## src/rtl/decoder_scan_if.sv

```systemverilog
// Bundle of control, select and result signals between a decoder_scan instance and its driver.
interface decoder_scan_if #(
  parameter int SEL_W   = 3,
  parameter int DWELL_W = 8
);
  localparam int OUT_W = 1 << SEL_W;

  logic               en;
  logic               mode;
  logic               in_valid;
  logic [SEL_W-1:0]   in_sel;
  logic [DWELL_W-1:0] dwell;
  logic [OUT_W-1:0]   out;
  logic               out_valid;
  logic               wrap;

  modport master (
    output en, mode, in_valid, in_sel, dwell,
    input  out, out_valid, wrap
  );

  modport slave (
    input  en, mode, in_valid, in_sel, dwell,
    output out, out_valid, wrap
  );
endinterface

```

## src/rtl/decoder_scan.sv

```systemverilog
// Registered binary-to-one-hot decoder with a self-running scan mode.
// Define DECODER_SCAN_ACTIVE_LOW_EN to drive `out` one-cold instead of one-hot.
module decoder_scan #(
  parameter int SEL_W   = 3,
  parameter int DWELL_W = 8
) (
  input logic          clk,
  input logic          rst,
  decoder_scan_if.slave bus
);
  localparam int OUT_W = 1 << SEL_W;

  typedef enum logic {ST_DIRECT, ST_SCAN} state_t;

  state_t             state_q;
  logic [OUT_W-1:0]   onehot_q;
  logic               out_valid_q;
  logic               wrap_q;
  logic [SEL_W-1:0]   idx_q;
  logic [SEL_W-1:0]   idx_d;
  logic [DWELL_W-1:0] cnt_q;
  logic [OUT_W-1:0]   sel_dec;
  logic [OUT_W-1:0]   idx_dec;

  // Index increments modulo OUT_W through natural overflow of SEL_W bits.
  assign idx_d = idx_q + SEL_W'(1);

  for (genvar gi = 0; gi < OUT_W; gi++) begin : g_dec
    assign sel_dec[gi] = (bus.in_sel == SEL_W'(gi));
    assign idx_dec[gi] = (idx_d == SEL_W'(gi));
  end

  always_ff @(posedge clk) begin
    if (rst) begin
      state_q     <= ST_DIRECT;
      onehot_q    <= '0;
      out_valid_q <= 1'b0;
      wrap_q      <= 1'b0;
      idx_q       <= '0;
      cnt_q       <= '0;
    end else if (!bus.en) begin
      out_valid_q <= 1'b0;
      wrap_q      <= 1'b0;
    end else begin
      case (state_q)
        ST_DIRECT: begin
          wrap_q <= 1'b0;
          if (bus.mode) begin
            state_q     <= ST_SCAN;
            onehot_q    <= OUT_W'(1);
            idx_q       <= '0;
            cnt_q       <= bus.dwell;
            out_valid_q <= 1'b1;
          end else if (bus.in_valid) begin
            onehot_q    <= sel_dec;
            out_valid_q <= 1'b1;
          end else begin
            out_valid_q <= 1'b0;
          end
        end
        ST_SCAN: begin
          if (!bus.mode) begin
            state_q <= ST_DIRECT;
            idx_q   <= '0;
            cnt_q   <= '0;
            wrap_q  <= 1'b0;
            if (bus.in_valid) begin
              onehot_q    <= sel_dec;
              out_valid_q <= 1'b1;
            end else begin
              out_valid_q <= 1'b0;
            end
          end else begin
            out_valid_q <= 1'b1;
            if (cnt_q != '0) begin
              cnt_q  <= cnt_q - DWELL_W'(1);
              wrap_q <= 1'b0;
            end else begin
              // dwell is picked up only here, so a change lands on the next step
              idx_q    <= idx_d;
              onehot_q <= idx_dec;
              cnt_q    <= bus.dwell;
              wrap_q   <= &idx_q;
            end
          end
        end
        default: state_q <= ST_DIRECT;
      endcase
    end
  end

`ifdef DECODER_SCAN_ACTIVE_LOW_EN
  assign bus.out = ~onehot_q;
`else
  assign bus.out = onehot_q;
`endif
  assign bus.out_valid = out_valid_q;
  assign bus.wrap      = wrap_q;
endmodule

```

## src/flat_wrapper.sv

```systemverilog
// flat-port wrapper written by rule: the top's interface ports become plain ports
module decoder_scan_flat 
#(
  parameter int SEL_W   = 3,
  parameter int DWELL_W = 8
)
  (clk, rst, bus_en, bus_mode, bus_in_valid, bus_in_sel, bus_dwell, bus_out, bus_out_valid, bus_wrap);
  decoder_scan_if #(.SEL_W(SEL_W), .DWELL_W(DWELL_W)) bus_i ();
  input logic clk;
  input logic rst;
  input wire logic [$bits(bus_i.en)-1:0] bus_en;
  input wire logic [$bits(bus_i.mode)-1:0] bus_mode;
  input wire logic [$bits(bus_i.in_valid)-1:0] bus_in_valid;
  input wire logic [$bits(bus_i.in_sel)-1:0] bus_in_sel;
  input wire logic [$bits(bus_i.dwell)-1:0] bus_dwell;
  output wire logic [$bits(bus_i.out)-1:0] bus_out;
  output wire logic [$bits(bus_i.out_valid)-1:0] bus_out_valid;
  output wire logic [$bits(bus_i.wrap)-1:0] bus_wrap;
  assign bus_i.en = bus_en;
  assign bus_i.mode = bus_mode;
  assign bus_i.in_valid = bus_in_valid;
  assign bus_i.in_sel = bus_in_sel;
  assign bus_i.dwell = bus_dwell;
  assign bus_out = bus_i.out;
  assign bus_out_valid = bus_i.out_valid;
  assign bus_wrap = bus_i.wrap;
  decoder_scan #(.SEL_W(SEL_W), .DWELL_W(DWELL_W)) u_core (.clk(clk), .rst(rst), .bus(bus_i));
endmodule
```

## config.mk

```make
export PLATFORM = sky130hd
export DESIGN_NAME = decoder_scan_flat
export DESIGN_NICKNAME = d
export VERILOG_FILES = /design/src/rtl/decoder_scan_if.sv /design/src/rtl/decoder_scan.sv /design/src/flat_wrapper.sv
export SDC_FILE = /design/constraint.sdc
export NUM_CORES = 1
export LEC_CHECK = 0
export ABC_AREA = 0
export BUFFER_PORTS_ARGS = -buffer_cell sky130_fd_sc_hd__buf_2
export CAP_MARGIN = 5
export CORE_AREA = 2 2 57 59
export DETAILED_ROUTE_END_ITERATION = 6
export DIE_AREA = 0 0 59 61
export PLACE_DENSITY = 0.62
export SLEW_MARGIN = 20
export SYNTH_ARGS = -nofsm -noshare
export SYNTH_HDL_FRONTEND = slang
export SYNTH_SLANG_ARGS = --single-unit
```

## constraint.sdc

```tcl
create_clock -name clk -period 2.5 [get_ports clk]
set_input_delay 0.5 -clock clk [delete_from_list [all_inputs] [get_ports clk]]
set_output_delay 0.5 -clock clk [all_outputs]
set_load 0.1 [all_outputs]
```

==> results of run 1 <==
## sequential cells by signal, indices dropped and copies added (netlist names)
register,cells
u_core.cnt_q,8
u_core.bus.out_valid,1
u_core.idx_q,3
u_core.bus.wrap,1
u_core.bus.out,8
u_core.state_q,1
## logic make-up (layout without fill, tap and decap cells)
kind of cell | Yosys count | count (layout) | synth area share, %
compound gates | 53 | 53 | 31.7
mux | 2 | 2 | 1.57
simple gates | 45 | 45 | 19.0
buf+inv | 15 | 41 | 4.62
flops | 22 | 22 | 34.6
fa+ha+maj | 8 | 8 | 7.87
xor+xnor | 1 | 1 | 0.688
## critical path, delay by kind of cell, from the launching register on
kind                       cells  cell delay, ns
AOI/OAI and AO/OA              3            0.78
adders and majority gates      1            0.20
DFF                            1            0.34
buffers and inverters          1            0.09
and+or+nand+nor                1            0.61
## metal layers
layer  up-vias  share of wire, %  wire (um)  GRT usage, %
met5         -                 0          0             0
met4         0              0.58         19          4.87
met3         2               3.9        129          2.56
met2        27                50       1630          34.6
met1       615                46       1490          26.2
li1        613                 -          -             -
## power by group through the flow
| stage | logic (mW) | registers [mW] | clock network (mW) |
|---|---|---|---|
| finish | 0.182 | 0.383 | 0.199 |
| global route | 0.198 | 0.386 | 0.223 |
| CTS | 0.181 | 0.383 | 0.205 |
| detailed placement | 0.180 | 0.391 | 0 |
| global placement | 0.179 | 0.390 | 0 |
| floorplan | 0.107 | 0.411 | 0 |
## cells in the final DEF, fill, tap and decap left out, drive strengths merged, types with 4 or more instances in the layout
cell type	count
dfxtp	22
clkbuf	4
inv	9
nor4	4
o2bb2ai	7
o21ai	9
nand2	5
nor2	14
a21oi	9
buf	28
a32oi	4
ha	8
and3	4
## cell type report
type	count	area share, %
inverters	9	2.29
flip-flops and latches	22	29.9
repair buffers	28	10.0
clock buffers	4	2.46
multi-input cells	109	52.5
well taps	33	2.80
## worst paths after layout
path	endpoint	slack, ns	cells past startpoint
min	u_core.bus.out[0]$_SDFFE_PP0P_	0.47	2
min reg2reg	u_core.bus.out[1]$_SDFFE_PP0P_	0.48	1
max	u_core.bus.out[3]$_SDFFE_PP0P_	0.37	6
max reg2reg	u_core.bus.out[3]$_SDFFE_PP0P_	0.37	6
## through the flow
step	utilization [%]	power [mW]	setup slack, ns	instances	cell area [sq um]
floorplan	-	0.518	0.677	146	1270
global placement	48.6	0.569	0.477	201	1440
detailed placement	48.6	0.571	0.413	201	1440
CTS	49.9	0.769	0.386	205	1470
global route	49.9	0.807	0.235	205	1470
finish	49.9	0.764	0.373	205	1470
==> impl_metrics.csv, run 1 <==
group,metric,value,unit
run_status,outcome,"completed",
clock_network,ctsHtreeMaxLevel,1,
yosys,synth-seq-area-share,34.6,%
clock_network,cts_setup_buffers,0,
detailed_routing,drtIter0Drc,90,
global_route,grt_pass1_wl,5440,um
clock_network,clk_pin_slew_worst_paths,0.13,ns
sta,slew-limit-headroom,59.1,%
min_path,hold_path.startpoint,"bus_en",
detailed_routing,routed_wl,3270,um
place,gp_congestion,0.840,
die,num_rows,20,
yosys,post_synth_num_cell_types,45,
power_and_ir_drop,power_density,519,nW/um^2
detailed_routing,drc_errors,0,
sta,finalHoldViolCount,0,
sta,min_period,2.13,ns
power_and_ir_drop,p_int,515,uW
detailed_routing,firstDrtPassIters,4,
worst_setup_path,crit_arrival,2.33,ns
worst_setup_path,crit_start,"u_core.cnt_q[0]$_SDFFE_PP0P_",
finish,seq_area,440,sq um
global_route,antenna_found_initial,0,
yosys,synthesis.area,1270,sq um
power_and_ir_drop,peakVddDrop,0.000223,V
sta,rsz0062_at_grt,"no",
yosys,yosys_warnings,0,
finish,fillerInstances,306,
worst_setup_path,critPathLaunchType,"register",
worst_setup_path,worst-setup-path-type,"register to register",
finish,syn2layout_area_growth,15.7,%
yosys,synth.most_common_cell,"dfxtp_1",
worst_setup_path,cp_max_fo,7,
yosys,synth_seq_cells,22,
die,dieArea,3600,sq um
clock_network,root_buffer,"clkbuf_4",
yosys,ys_top_cells_by_count,"22 x dfxtp_1, 14 x nor2_1, 9 x a21oi_1, 9 x inv_1, 8 x ha_1",
detailed_routing,vias,1257,
detailed_routing,via_per_inst,6.13,
worst_setup_path,crit_chain,"inv_1 -> ha_1 -> or4b_1 -> o21ai_2 -> a21oi_1 -> o2bb2ai_1",
yosys,synth_area_leader_cell,"dfxtp_1",
clock_network,clk_latency,0.30,ns
yosys,async_flop_share,0,%
finish,multi_input_area,773,sq um
power_and_ir_drop,combPwrFrac,23.8,%
yosys,synth_edf_count,0,
global_route,track_usage,19.9,%
die,coreArea,2950,sq um
yosys,synthFlopType,"dfxtp_1",
place,post-dp-hpwl,2460,um
die,start_util,43.1,%
sta,fin_crit_sh,85.1,%
yosys,synth_top_area_share,34.6,%
clock_network,ctsResizeCount,0,
yosys,avgSynthCellArea,8.72,sq um
yosys,syn_inst,146,
global_route,grt_max_degree,17,
power_and_ir_drop,swShare,32.6,%
place,io_buffer_count,25,
power_and_ir_drop,power.switching,249,uW
finish,antennaDiodeCount,0,
finish,drive_above_1_share,20.9,%
clock_network,cts_tree,"built",
sta,worstMarginPinSlew,0.609,ns
power_and_ir_drop,p_leak,0.621,nW
sta,fmax,0.470,GHz
clock_network,cts-hold-fix-buffers,0,
detailed_routing,wl_per_cell,16.0,um
sta,finClkSkew,0.00442,ns
sta,tns,0,ns
flow_run,maxCapViolCount,0,
worst_setup_path,slowest_stage,"or4b_1",
worst_setup_path,end_kind,"register",
worst_setup_path,r2r_start,"u_core.cnt_q[0]$_SDFFE_PP0P_",
worst_setup_path,worstPathRequired,2.70,ns
clock_network,clock_path_buffers,2,
yosys,synthesis.nets,170,
power_and_ir_drop,power_frac_clock,26.0,%
die,ios,26,
global_route,grt_pass1_vias,1169,
clock_network,cts_buffers,3,
global_route,overflow,0,
min_path,hp-class,"primary input to register",
sta,finalSetupViolCount,0,
yosys,synthTopCellsByArea,"dfxtp_1 35%, ha_1 7.9%, o2bb2ai_1 4.8%",
power_and_ir_drop,seqPwrFrac,50.2,%
die,die_w,59,um
finish,nNetsFinal,197,
detailed_routing,ant_nets,0,
die,die_h,61,um
worst_setup_path,slowest_delay,0.61,ns
sta,hold_ws,0.473,ns
clock_network,cts.sinks,22,
sta,drv_slew,0,
No activity file was read; power rests on OpenSTA's default activity.
==> run 2, diff against run 1 <==
Settings changed: CORE_AREA 2 2 57 59 to 2 2 54 56, DIE_AREA 0 0 59 61 to 0 0 56 58, PLACE_DENSITY 0.62 to 0.68.
==> run 2 against run 1 <==
Effect of this change: clock skew up 0.0097 ns; final area down 2.1%; non-clock buffer count down 2; clock power is 16% lower; global-route usage increased by 1.2 points; utilization grew 4.3 points; routed wire length down 1.2%; setup slack lost 0.058 ns; sequential share of layout area increased by 0.65 points; highest routed layer unchanged; largest cell class unchanged; sequential cell count is the same.
==> impl_metrics.csv, run 2 (synthesis results as in run 1) <==
group,metric,value,unit
worst_setup_path,crit_chain,"inv_1 -> ha_1 -> or4b_1 -> o21ai_2 -> a21oi_1 -> o2bb2ai_1",
worst_setup_path,rrSetupSlack,0.31,ns
finish,final_common_cell,"buf_2",
clock_network,cts.sinks,22,
worst_setup_path,cp_max_fo,7,
global_route,grt_max_degree,17,
clock_network,ctsResizeCount,0,
finish,syn2layout_area_growth,13.3,%
die,die_w,56,um
global_route,busiest_layer,"met2",
clock_network,clock_path_buffers,2,
finish,stdcell_count,200,
sta,slew-limit-headroom,57.1,%
die,num_rows,19,
worst_setup_path,slowest_delay,0.60,ns
sta,min_period,2.19,ns
global_route,grt_use_met1,29.1,%
die,start_util,47.8,%
place,numPlacedInstances,197,
global_route,grt_pass1_vias,1165,
clock_network,ctsHtreeMaxLevel,1,
detailed_routing,drc_errors,0,
power_and_ir_drop,power_density,507,nW/um^2
finish,most-common-layout-cells,"25 x buf_2, 22 x dfxtp_1, 14 x nor2_1, 9 x inv_1, 9 x a21oi_1",
worst_setup_path,slowest_stage,"or4b_1",
global_route,grt_use_met2,33.9,%
finish,finalInstanceArea,1440,sq um
clock_network,cts_setup_buffers,0,
clock_network,root_buffer,"clkbuf_4",
detailed_routing,firstDrtPassIters,4,
worst_setup_path,worst-setup-path-type,"register to register",
sta,fmax,0.458,GHz
worst_setup_path,crit_arrival,2.39,ns
detailed_routing,vias,1271,
detailed_routing,wl_per_cell,16.2,um
sta,tns,0,ns
global_route,overflow,0,
finish,multi_input_area,773,sq um
global_route,grt_pass1_wl,5420,um
finish,drive_above_1_share,19.5,%
sta,fin_crit_sh,87.4,%
min_path,hp-class,"primary input to register",
worst_setup_path,end_kind,"register",
finish,seq_area,440,sq um
sta,drv_slew,0,
global_route,antenna_found_initial,0,
clock_network,cts_buffers,3,
clock_network,clk_latency,0.31,ns
sta,hold_ws,0.459,ns
global_route,track_usage,21.0,%
power_and_ir_drop,total_power,730,uW
worst_setup_path,worstPathRequired,2.70,ns
sta,finClkSkew,0.0141,ns
sta,rsz0062_at_grt,"no",
sta,finalSetupViolCount,0,
place,post-dp-hpwl,2370,um
global_route,grt.met3_usage,2.46,%
power_and_ir_drop,peakVddDrop,0.000278,V
run_status,outcome,"completed",
worst_setup_path,critPathLaunchType,"register",
die,ios,26,
finish,nNetsFinal,195,
detailed_routing,routed_wl,3230,um
detailed_routing,via_per_inst,6.36,
flow_run,maxCapViolCount,0,
die,coreArea,2660,sq um
finish,fillerInstances,263,
clock_network,clk_pin_slew_worst_paths,0.13,ns
clock_network,cts_tree,"built",
finish,antennaDiodeCount,0,
clock_network,cts-hold-fix-buffers,0,
detailed_routing,ant_nets,0,
place,io_buffer_count,25,
power_and_ir_drop,p_leak,0.603,nW
place,gp_congestion,0.889,
die,dieArea,3250,sq um
detailed_routing,drtIter0Drc,67,
sta,finalHoldViolCount,0,
die,die_h,58,um
sta,worstMarginPinSlew,0.639,ns
place,postPlaceCellArea,1420,sq um
run 2: cell types whose count changed in the layout (fill, tap and decap cells not counted):
cell | before | now
clkbuf_8 | 1 | 0
buf_4 | 3 | 1
run 2: worst paths after layout:
kind / from / cells past startpoint / endpoint
worst max-delay path: u_core.cnt_q[0]$_SDFFE_PP0P_ / 6 / u_core.bus.out[5]$_SDFFE_PP0P_
worst min-delay path: bus_dwell[4] / 3 / u_core.cnt_q[4]$_SDFFE_PP0P_
worst max register to register: u_core.cnt_q[0]$_SDFFE_PP0P_ / 6 / u_core.bus.out[5]$_SDFFE_PP0P_
worst min register to register: u_core.bus.out[1]$_SDFFE_PP0P_ / 1 / u_core.bus.out[1]$_SDFFE_PP0P_
run 2: area by class of cell:
cell class,count,share of cell area [%]
Clock buffer,3,1.56
Inverter,9,2.34
Tap cell,31,2.69
Sequential cell,22,30.6
Multi-Input combinational cell,109,53.6
Timing Repair Buffer,26,9.20
run 2: metrics by stage:
step | setup WS [ns] | util, %
after floorplan | 0.677 | -
after global placement | 0.394 | 53.3
after detailed placement | 0.385 | 53.3
after CTS | 0.359 | 54.1
after global routing | 0.192 | 54.1
final | 0.315 | 54.1
run 2: metal layers:
metal,routed length (um),up-vias
li1,-,608
met1,1430,589
met2,1500,68
met5,0,-
met3,255,6
met4,46,0
run 2: critical path, delay by kind of cell (launching register included):
kind | cells | cell delay, ns
AO/OA/AOI/OAI | 3 | 0.83
AND/OR/NAND/NOR | 1 | 0.60
flip-flops | 1 | 0.35
adder cells (fa/ha/maj) | 1 | 0.19
buffers and inverters | 1 | 0.10
run 2: where the power goes:
| group | internal, mW | switching, mW | total (mW) | leakage (nW) |
|---|---|---|---|---|
| combinational | 0.0586 | 0.121 | 0.180 | 0.410 |
| sequential | 0.365 | 0.0170 | 0.382 | 0.180 |
| clock | 0.0563 | 0.112 | 0.168 | 0.0138 |
| total | 0.480 | 0.250 | 0.730 | 0.603 |
==> run 3, diff against run 2 <==
Settings changed: CORE_AREA 2 2 54 56 to 2 2 49 62, DIE_AREA 0 0 56 58 to 0 0 51 64.
==> run 3 against run 2 <==
Effect of this change: sequential power barely moved; utilization grew 1.1 points; global-route usage up 0.64 points; setup slack better by 0.037 ns; final area up 1.7%; sequential cell count is the same; register-to-register slack improved by 0.04 ns; clock skew shrank 0.010 ns; combinational power is essentially flat.
==> impl_metrics.csv, run 3 (synthesis results as in run 1) <==
group,metric,value,unit
clock_network,cts.sinks,22,
sta,fmax,0.466,GHz
sta,finClkSkew,0.00401,ns
finish,syn2layout_area_growth,15.2,%
die,coreArea,2650,sq um
place,io_buffer_count,25,
finish,nNetsFinal,196,
sta,fin_crit_sh,85.9,%
place,post-dp-hpwl,2430,um
sta,tns,0,ns
worst_setup_path,worst-setup-path-type,"register to register",
finish,drive_above_1_share,20.5,%
global_route,grt_max_degree,17,
die,ios,26,
global_route,grt_pass1_vias,1234,
worst_setup_path,worst-path-buf-inv,1,
worst_setup_path,crit_family,"compound AO/OA/AOI/OAI gates",
clock_network,cts_buffers,3,
clock_network,ctsResizeCount,0,
place,gp_congestion,0.860,
detailed_routing,ant_nets,0,
sta,slew-limit-headroom,61.2,%
finish,antennaDiodeCount,0,
worst_setup_path,crit_arrival,2.36,ns
worst_setup_path,crit_chain,"inv_1 -> ha_1 -> or4b_1 -> o21ai_2 -> a21oi_1 -> o2bb2ai_1",
clock_network,ctsHtreeMaxLevel,1,
global_route,overflow,0,
global_route,track_usage,21.7,%
clock_network,cts_tree,"built",
finish,most-common-layout-cells,"25 x buf_2, 22 x dfxtp_1, 14 x nor2_1, 9 x inv_1, 9 x a21oi_1",
global_route,antenna_found_initial,0,
sta,worstMarginPinSlew,0.577,ns
min_path,hp-class,"register to register",
die,dieArea,3260,sq um
detailed_routing,drc_errors,0,
detailed_routing,via_per_inst,6.17,
worst_setup_path,slowest_stage,"or4b_1",
run_status,outcome,"completed",
detailed_routing,routed_wl,3240,um
power_and_ir_drop,peakVddDrop,0.000284,V
flow_run,maxCapViolCount,0,
detailed_routing,wl_per_cell,15.8,um
worst_setup_path,critPathLaunchType,"register",
sta,finalSetupViolCount,0,
worst_setup_path,worstPathRequired,2.71,ns
die,start_util,47.9,%
clock_network,cts_setup_buffers,0,
finish,stdcell_count,205,
detailed_routing,drtIter0Drc,45,
clock_network,clk_pin_slew_worst_paths,0.12,ns
global_route,grt_pass1_wl,5480,um
clock_network,clock_path_buffers,2,
die,die_w,51,um
die,die_h,64,um
sta,rsz0062_at_grt,"no",
clock_network,root_buffer,"clkbuf_4",
sta,min_period,2.15,ns
clock_network,clk_latency,0.31,ns
sta,drv_slew,0,
sta,finalHoldViolCount,0,
die,num_rows,21,
power_and_ir_drop,p_leak,0.616,nW
clock_network,cts-hold-fix-buffers,0,
detailed_routing,vias,1264,
worst_setup_path,cp_max_fo,7,
worst_setup_path,slowest_delay,0.63,ns
detailed_routing,firstDrtPassIters,4,
place,numPlacedInstances,201,
power_and_ir_drop,power_density,519,nW/um^2
worst_setup_path,end_kind,"register",
finish,final_common_cell,"buf_2",
run 3: power breakdown:
part           internal (mW)  switching, mW  leakage [nW]
sequential             0.365         0.0149         0.180
clock                 0.0890          0.109        0.0210
combinational         0.0596          0.123         0.415
total                  0.514          0.247         0.616
run 3: path summary, 6_finish.rpt:
| check | start | endpoint | slack, ns | cells after the start |
|---|---|---|---|---|
| max | u_core.cnt_q[0]$_SDFFE_PP0P_ | u_core.bus.out[6]$_SDFFE_PP0P_ | 0.35 | 6 |
| min | u_core.bus.out[7]$_SDFFE_PP0P_ | u_core.bus.out[7]$_SDFFE_PP0P_ | 0.48 | 1 |
| max reg2reg | u_core.cnt_q[0]$_SDFFE_PP0P_ | u_core.bus.out[6]$_SDFFE_PP0P_ | 0.35 | 6 |
| min reg2reg | u_core.bus.out[7]$_SDFFE_PP0P_ | u_core.bus.out[7]$_SDFFE_PP0P_ | 0.48 | 1 |
run 3: through the flow:
step | total power, mW | setup slack, ns | area, sq um | hold slack, ns | utilization [%]
final | 0.761 | 0.352 | 1470 | 0.476 | 55.3
after global routing | 0.798 | 0.172 | 1470 | 0.482 | 55.3
after detailed placement | 0.568 | 0.361 | 1430 | 0.446 | 53.9
after global placement | 0.565 | 0.418 | 1430 | 0.445 | 53.9
after floorplan | 0.518 | 0.677 | 1270 | 0.456 | -
after CTS | 0.761 | 0.353 | 1470 | 0.476 | 55.3
run 3: cell type report:
type | count | area, sq um
tap | 34 | 42.5
inverter | 9 | 33.8
multi-input combinational | 109 | 773
sequential | 22 | 440
clock buffer | 4 | 36.3
fill | 255 | 1190
timing repair buffer | 27 | 140
run 3: routing by layer:
metal  global-route usage [%]  wire, um
met1                     26.4      1370
met2                     36.5      1610
met3                     2.34       157
met4                     11.8        99
met5                        0         0
